`src/rtl/ram_arbiter.sv`:
```
// ram_arbiter: shares one single-ported data RAM between the cpu data port (master 0) and a
// DMA/debug loader (master 1). One request is routed to the RAM per cycle. Contention is
// settled round-robin, and a locked owner may keep the RAM for up to MAX_HOLD consecutive
// grants while the other master waits. Read data comes back one cycle after the grant and
// is tagged to the master that issued the read.
//
// Ports:
//   i_clk, i_rst          clock; synchronous active-low reset
//   i_mX_req/we/lock      master X request, write (1) / read (0), keep-ownership hint
//   i_mX_addr/sel/wdata   master X address, byte selects, write data
//   o_mX_gnt              master X accepted this cycle (combinational)
//   o_m0_stall            master 0 requesting but not granted
//   o_mX_rvalid/rdata     master X read data return (valid one cycle after grant)
//   o_ram_*               RAM enable, write enable, address, byte select, write data
//   i_ram_data            RAM read data, valid one cycle after a read enable
module ram_arbiter #(
  parameter int unsigned ADDR_W   = 32,
  parameter int unsigned DATA_W   = 32,
  parameter int unsigned SEL_W    = 4,
  parameter int unsigned MAX_HOLD = 4
) (
  input  logic              i_clk,
  input  logic              i_rst,
  input  logic              i_m0_req,
  input  logic              i_m0_we,
  input  logic              i_m0_lock,
  input  logic [ADDR_W-1:0] i_m0_addr,
  input  logic [SEL_W-1:0]  i_m0_sel,
  input  logic [DATA_W-1:0] i_m0_wdata,
  output logic              o_m0_gnt,
  output logic              o_m0_stall,
  output logic              o_m0_rvalid,
  output logic [DATA_W-1:0] o_m0_rdata,
  input  logic              i_m1_req,
  input  logic              i_m1_we,
  input  logic              i_m1_lock,
  input  logic [ADDR_W-1:0] i_m1_addr,
  input  logic [SEL_W-1:0]  i_m1_sel,
  input  logic [DATA_W-1:0] i_m1_wdata,
  output logic              o_m1_gnt,
  output logic              o_m1_rvalid,
  output logic [DATA_W-1:0] o_m1_rdata,
  output logic              o_ram_enabler,
  output logic              o_ram_write_enabler,
  output logic [ADDR_W-1:0] o_ram_addr_output,
  output logic [SEL_W-1:0]  o_ram_select_output,
  output logic [DATA_W-1:0] o_ram_data_output,
  input  logic [DATA_W-1:0] i_ram_data
);

  localparam logic [3:0] MaxHold = 4'(MAX_HOLD);

  logic       r_last_winner;  // 0: m0, 1: m1
  logic       r_owner_valid;  // last winner asked to keep the RAM
  logic [3:0] r_hold_cnt;
  logic       r_rd_valid;
  logic       r_rd_tag;

  logic       w_last_winner_d;
  logic       w_owner_valid_d;
  logic [3:0] w_hold_cnt_d;
  logic       w_rd_valid_d;
  logic       w_rd_tag_d;

  logic       w_gnt_any;
  logic       w_winner;
  logic       w_we;
  logic       w_lock;

  // Arbitration from registered state; nothing is granted while reset is asserted.
  always_comb begin
    w_gnt_any = 1'b0;
    w_winner  = 1'b0;
    if (i_rst) begin
      unique case ({i_m1_req, i_m0_req})
        2'b01: begin
          w_gnt_any = 1'b1;
          w_winner  = 1'b0;
        end
        2'b10: begin
          w_gnt_any = 1'b1;
          w_winner  = 1'b1;
        end
        2'b11: begin
          w_gnt_any = 1'b1;
          // A saturated hold count forces the lock holder to give way.
          if (r_owner_valid && (r_hold_cnt < MaxHold)) begin
            w_winner = r_last_winner;
          end else begin
            w_winner = ~r_last_winner;
          end
        end
        default: begin
          w_gnt_any = 1'b0;
          w_winner  = 1'b0;
        end
      endcase
    end
  end

  // Request mux: m0 fields are presented whenever m1 is not the winner.
  assign w_we   = w_winner ? i_m1_we : i_m0_we;
  assign w_lock = w_winner ? i_m1_lock : i_m0_lock;

  assign o_ram_enabler       = w_gnt_any;
  assign o_ram_write_enabler = w_gnt_any & w_we;
  assign o_ram_addr_output   = w_winner ? i_m1_addr : i_m0_addr;
  assign o_ram_select_output = w_winner ? i_m1_sel : i_m0_sel;
  assign o_ram_data_output   = w_winner ? i_m1_wdata : i_m0_wdata;

  assign o_m0_gnt   = w_gnt_any & ~w_winner;
  assign o_m1_gnt   = w_gnt_any & w_winner;
  assign o_m0_stall = i_m0_req & ~o_m0_gnt;

  assign o_m0_rvalid = r_rd_valid & ~r_rd_tag;
  assign o_m1_rvalid = r_rd_valid & r_rd_tag;
  assign o_m0_rdata  = i_ram_data;
  assign o_m1_rdata  = i_ram_data;

  always_comb begin
    w_last_winner_d = r_last_winner;
    w_owner_valid_d = 1'b0;
    w_hold_cnt_d    = 4'd0;
    w_rd_valid_d    = 1'b0;
    w_rd_tag_d      = r_rd_tag;
    if (w_gnt_any) begin
      w_last_winner_d = w_winner;
      if (w_lock) begin
        w_owner_valid_d = 1'b1;
        // Keep counting only while the same owner stays locked; saturate, never wrap.
        if (r_owner_valid && (w_winner == r_last_winner)) begin
          w_hold_cnt_d = (r_hold_cnt >= MaxHold) ? r_hold_cnt : r_hold_cnt + 4'd1;
        end else begin
          w_hold_cnt_d = 4'd1;
        end
      end
      if (!w_we) begin
        w_rd_valid_d = 1'b1;
        w_rd_tag_d   = w_winner;
      end
    end
  end

  always_ff @(posedge i_clk) begin
    if (!i_rst) begin
      r_last_winner <= 1'b1;
      r_owner_valid <= 1'b0;
      r_hold_cnt    <= 4'd0;
      r_rd_valid    <= 1'b0;
      r_rd_tag      <= 1'b0;
    end else begin
      r_last_winner <= w_last_winner_d;
      r_owner_valid <= w_owner_valid_d;
      r_hold_cnt    <= w_hold_cnt_d;
      r_rd_valid    <= w_rd_valid_d;
      r_rd_tag      <= w_rd_tag_d;
    end
  end

endmodule

```
`config.mk`:
```
export PLATFORM = sky130hd
export DESIGN_NAME = ram_arbiter
export DESIGN_NICKNAME = d
export VERILOG_FILES = /design/src/rtl/ram_arbiter.sv
export SDC_FILE = /design/constraint.sdc
export NUM_CORES = 1
export LEC_CHECK = 0
export ABC_AREA = 1
export BUFFER_PORTS_ARGS = -buffer_cell sky130_fd_sc_hd__buf_2
export CAP_MARGIN = 20
export CORE_AREA = 5 5 120 122
export CTS_CLUSTER_DIAMETER = 120
export CTS_CLUSTER_SIZE = 12
export DETAILED_ROUTE_END_ITERATION = 12
export DIE_AREA = 0 0 125 127
export HOLD_SLACK_MARGIN = 0.02
export SETUP_SLACK_MARGIN = 0.15
export SLEW_MARGIN = 10
export SYNTH_ARGS = -nofsm -noshare
export SYNTH_HDL_FRONTEND = slang
export SYNTH_SLANG_ARGS = --single-unit
```
`constraint.sdc`:
```
create_clock -name i_clk -period 2.4 [get_ports i_clk]
set_input_delay 0.12 -clock i_clk [delete_from_list [all_inputs] [get_ports i_clk]]
set_output_delay 0.12 -clock i_clk [all_outputs]
set_load 0.01 [all_outputs]
```
## Word level (Yosys, flattened, before mapping)

Index checks and enable logic that the tools add are counted.

| storage, ports and cells | value |
|---|---|
| register bits | 8 |
| input bits | 176 |
| output and inout bits | 139 |
| logic and storage cells | 46 |

| cells by class | value |
|---|---|
| $add $sub $neg | 1 |
| $lt $le $gt $ge | 2 |
| eq/ne operators | 5 |
| mux-type cells | 14 |
| bitwise operators | 11 |
| reductions and logical operators | 7 |

Operators by type and width:

| operator | number |
|---|---|
| $mux 32 | 2 |
| $mux 1 | 10 |
| $and 1x1->1 | 6 |
| $not 1->1 | 5 |
| $add 4x1->4 const B | 1 |
| $eq 2x2->1 const B | 2 |
| $ge 4x3->1 const B | 1 |
| $lt 4x3->1 const B | 1 |
| $mux 4 | 1 |
| $reduce_and 2->1 | 2 |
| $reduce_and 4->1 | 1 |
| $reduce_and 3->1 | 1 |
| $reduce_or 3->1 | 1 |
| $eq 2x1->1 const B | 1 |
| $logic_and 1x1->1 | 2 |
| $ne 2x2->1 const B | 1 |
| $pmux 1 s2 | 1 |
| $eq 1x1->1 | 1 |

## Logic depth before layout (Yosys ltp)

| logic depth | value |
|---|---|
| word-level depth | 9 |
| gate-level depth with buffers | 11 |

## Worst setup path after synthesis

Ideal clock, no wire load.

| path | value |
|---|---|
| path kind | register to output |
| from | reg r_hold_cnt[2] |
| to | out o_m0_stall |
| arrival | 1228 ps |
| path slack | 1052 ps |
| cell stages (with the launch flop) | 10 |
| path buffers | 2 |
| cells stage by stage | dfxtp_1 nor2_4 nand3_2 nand3_2 nand2_2 buf_6 buf_6 nand2_4 inv_2 nor2_1 |

| on the way | value |
|---|---|
| word-level cells in the longest chain between the ends | 9 |

RTL lines:

| what | RTL line | RTL |
|---|---|---|
| start, declared | 55 | `logic [3:0] r_hold_cnt;` |
| start signal, assigned | 154 | `r_hold_cnt <= w_hold_cnt_d;` |
| $lt 4x3->1 | 87 | `if (r_owner_valid && (r_hold_cnt < MaxHold)) begin` |
| $logic_and 1x1->1 | 87 |  |
| $mux 1 | 87 |  |
| $pmux 1 s2 | 75 | `unique case ({i_m1_req, i_m0_req})` |
| $mux 1 | 74 | `if (i_rst) begin` |
| $not 1->1 | 111 | `assign o_m0_gnt = w_gnt_any & ~w_winner;` |
| $and 1x1->1 | 111 |  |
| net o_m0_gnt | 30 | `output logic o_m0_gnt,` |
| $not 1->1 | 113 | `assign o_m0_stall = i_m0_req & ~o_m0_gnt;` |
| $and 1x1->1 | 113 |  |
| end, declared | 31 | `output logic o_m0_stall,` |

The timed path passes the listed nets, and every way through them passes these cells.

## Worst setup path after layout

| path | value |
|---|---|
| from | reg r_hold_cnt[2] |
| to | out o_ram_addr_output[29] |

| on the way | value |
|---|---|
| word-level cells in the longest chain between the ends | 6 |

RTL lines:

| what | RTL line | RTL |
|---|---|---|
| $lt 4x3->1 | 87 |  |
| $logic_and 1x1->1 | 87 |  |
| $mux 1 | 87 |  |
| $pmux 1 s2 | 75 |  |
| $mux 1 | 74 |  |
| $mux 32 | 107 | `assign o_ram_addr_output = w_winner ? i_m1_addr : i_m0_addr;` |
| end, declared | 45 | `output logic [ADDR_W-1:0] o_ram_addr_output,` |

No other way between the ends.

==> results by group <==
CTS
  – TritonCTS clock tree: built
  – Clock-pin slew on the worst setup and hold paths: roughly 0.04 ns
  – Post-CTS sizing: 0
  – Cts bufs inserted: 3
  – Clk buf depth: 2
  – Postcts setup bufs: 0
  – Worst-Skew Late Latency: 0.23 ns
  – Htree depth: 1
  – Post-CTS Hold Fix Bufs: 0
  – CTS sink cnt: 8
  – CTS Root Cell: clkbuf_16

STA
  – Relative slew slack: between 70% and 80%
  – Period minus WS final: 1.917 ns
  – Worst Max-Slew Pin Slew: roughly 0.43 ns
  – Fin Clk Skew: around 0.0019 ns
  – Tcrit/Tclk final: around 80%
  – Post-route worst setup slack: 0.4834 ns
  – Fin. Hold Viols: 0
  – Hold WS: between 0.1 and 0.15 ns
  – RSZ-0062 raised after global routing: false
  – Final setup fails: 0
  – Setup_tns: 0 ns
  – Count of pins over their slew limit: 0
  – Fmax: ~520 MHz

Detailed routing
  – Vias post-DR: 2445
  – Routed wire length: a little over 8000 um
  – DRT iter0 DRCs: 94
  – Routed len/inst: roughly 12 um
  – DRT Pass-1 Iters: 4
  – # DRC: 0
  – Antenna Nets Post-Route: 0
  – Post-DR vias/cell: around 3.7

Critical path
  – CP max stage delay: between 0.3 and 0.4 ns
  – WS Path Type: reg2out
  – Cell mode on critical path: nand2_1
  – Critical Path Sink Type: output pin
  – CP max-delay cell: buf_4
  – Worst path cell trace: nor2_4, nand2_1, nand2_1, nand3_2, nand2_2, buf_4, nand2_1, nand2_1, buf_2
  – Startpoint class of the critical path: flop
  – Cell family with most CP delay: simple AND/OR/NAND/NOR gates
  – Crit path required time: approximately 2.3 ns
  – Worst Path Buf+Inv: 2
  – Worst-path maximum fanout: 43
  – Arr. time, crit path: ~1.8 ns

Logic synthesis
  – Unique masters post-synth: 22
  – Cells after Synth: 341
  – Syn Nets: between 500 and 600
  – Post-synthesis async set-or-reset flop share: 0%
  – Synth top area cells: nand2_1 45%, buf_4 27%, dfxtp_1 9.0%, inv_1 2.5%, buf_2 2.0%
  – Synth cell count leaders: 213 x nand2_1, 65 x buf_4, 12 x inv_1
  – #FFs+latches synth: 8
  – Synthesized area: between 1500 and 2000 um^2
  – EDFF count, synth: 0
  – Average size of a mapped cell: ~5.2 um^2
  – Post-synth top flop: dfxtp_1
  – Synth top area share: between 40% and 50%
  – Synth warnings: 0
  – Count leader, synth: nand2_1
  – Yosys top cell by area: nand2_1
  – Sequential fraction of the synthesis area: roughly 9.0%

Global route
  – First-pass GRT wire length: approximately 12000 um
  – Initial antenna violation count: 0
  – GRT Overall Usage: a little under a tenth
  – Gr ovfl total: 0
  – Largest net degree at the start of global routing: between 40 and 50
  – Vias in the first global route: roughly 2500

Place
  – Placed Cells: 660
  – Final Wtd Congestion: 0.8133
  – Post-DP HPWL: 7011 um
  – Pre-CTS worst setup slack: ~0.66 ns
  – Placed cell area: 2547 um^2
  – Port bufs: 218

Die
  – Top Ports: between 300 and 400
  – Row cnt: between 40 and 50
  – Die Wd: 125 um
  – Initial Util: about 14%
  – Core area: approximately 13000 um^2
  – Die Ht: approximately 130 um
  – Die Area: ~16000 um^2

Layout
  – Final core occ: 20.04%
  – Antenna Cells: 0
  – Fill cells: between 1500 and 2000
  – Area grow syn2layout: 47.50%
  – Final net count: between 600 and 700
  – FF+latch area: approximately 160 um^2
  – Layout cell share with drive strength beyond 1: 48.87%
  – Final Non-Filler Cells: between 600 and 700
  – Fin area: roughly 2600 um^2
  – Multi-input logic area: between 900 and 1000 um^2

Outcome
  – Outcome: finished clean

Power and ir drop
  – PnR Total Power: ~910 uW
  – PwrDens: ~350 nW/um^2
  – Leak: about 1.7 nW
  – Maximum VDD drop: 0.2618 mV

Flow run
  – Maxcap violations: 0

Hold path
  – Hold Crit Class: in2reg
worst reg2reg max path, stage by stage, from the launching register on:
cell	delay [ns]
dfxtp_1	0.32
nor2_4	0.17
nand2_1	0.07
nand2_1	0.07
nand3_2	0.10
nand2_2	0.10
buf_4	0.38
nand2_1	0.13
nand3_2	0.14
inv_2	0.05
nand2_1	0.06
inv_1	0.03
cell usage in the layout, fill, tap and decap left out:
master / n
buf_4: 4
clkbuf_16: 3
nand3_2: 3
inv_2: 3
nor2_1: 2
nand2_2: 2
mux2i_1: 1
a21oi_1: 3
nor3_2: 3
buf_2: 218
inv_1: 12
o21ai_1: 1
nand2_1: 213
ha_1: 1
nand3_1: 5
xnor2_1: 1
nand2_4: 1
o21ai_0: 1
nor2_4: 1
a31oi_1: 1
dfxtp_1: 8
layer usage:
layer	track usage, %	wire [um]
met1	10.56	3162
met2	15.56	3665
met3	3.881	1071
met4	3.189	241
met5	0	0
area by class of cell:
class                      count  share of cell area [%]
inverter                      15                   2.147
clock buffer                   3                   2.863
sequential                     8                   6.107
multi-input combinational    239                   37.74
timing repair buffer         222                   42.75
tap                          176                   8.397
registers in the layout, summed over array words and instances, names as in the netlist:
register,cells
r_hold_cnt,4
r_last_winner,1
r_owner_valid,1
r_rd_tag,1
r_rd_valid,1
path summary, 6_finish.rpt:
path / start / to / slack (ns) / depth (start not counted)
worst min-delay path: i_rst / r_last_winner / 0.14 / 2
worst max-delay path: r_hold_cnt[2] / o_ram_addr_output[29] / 0.48 / 9
worst max register to register: r_hold_cnt[2] / r_hold_cnt[0] / 0.70 / 11
worst min register to register: r_rd_tag / r_rd_tag / 0.46 / 2
power breakdown:
| group | internal, mW | switching (mW) | total, mW |
|---|---|---|---|
| Sequential | 0.141 | 0.00578 | 0.147 |
| Clock | 0.215 | 0.0634 | 0.278 |
| Combinational | 0.219 | 0.270 | 0.489 |
| Total | 0.574 | 0.339 | 0.913 |
kinds of logic (layout without fill, tap and decap cells):
kind of cell             after synthesis  in the layout  share of synthesized area, %
AND/OR/NAND/NOR                      230            230                         52.15
AO/OA/AOI/OAI                          6              6                         1.759
adder cells (fa/ha/maj)                1              1                        0.7036
buffers and inverters                 94            240                         35.33
flip-flops                             8              8                         9.008
multiplexers                           1              1                        0.5630
XOR/XNOR                               1              1                        0.4927
(Power assumes the default switching activity.)
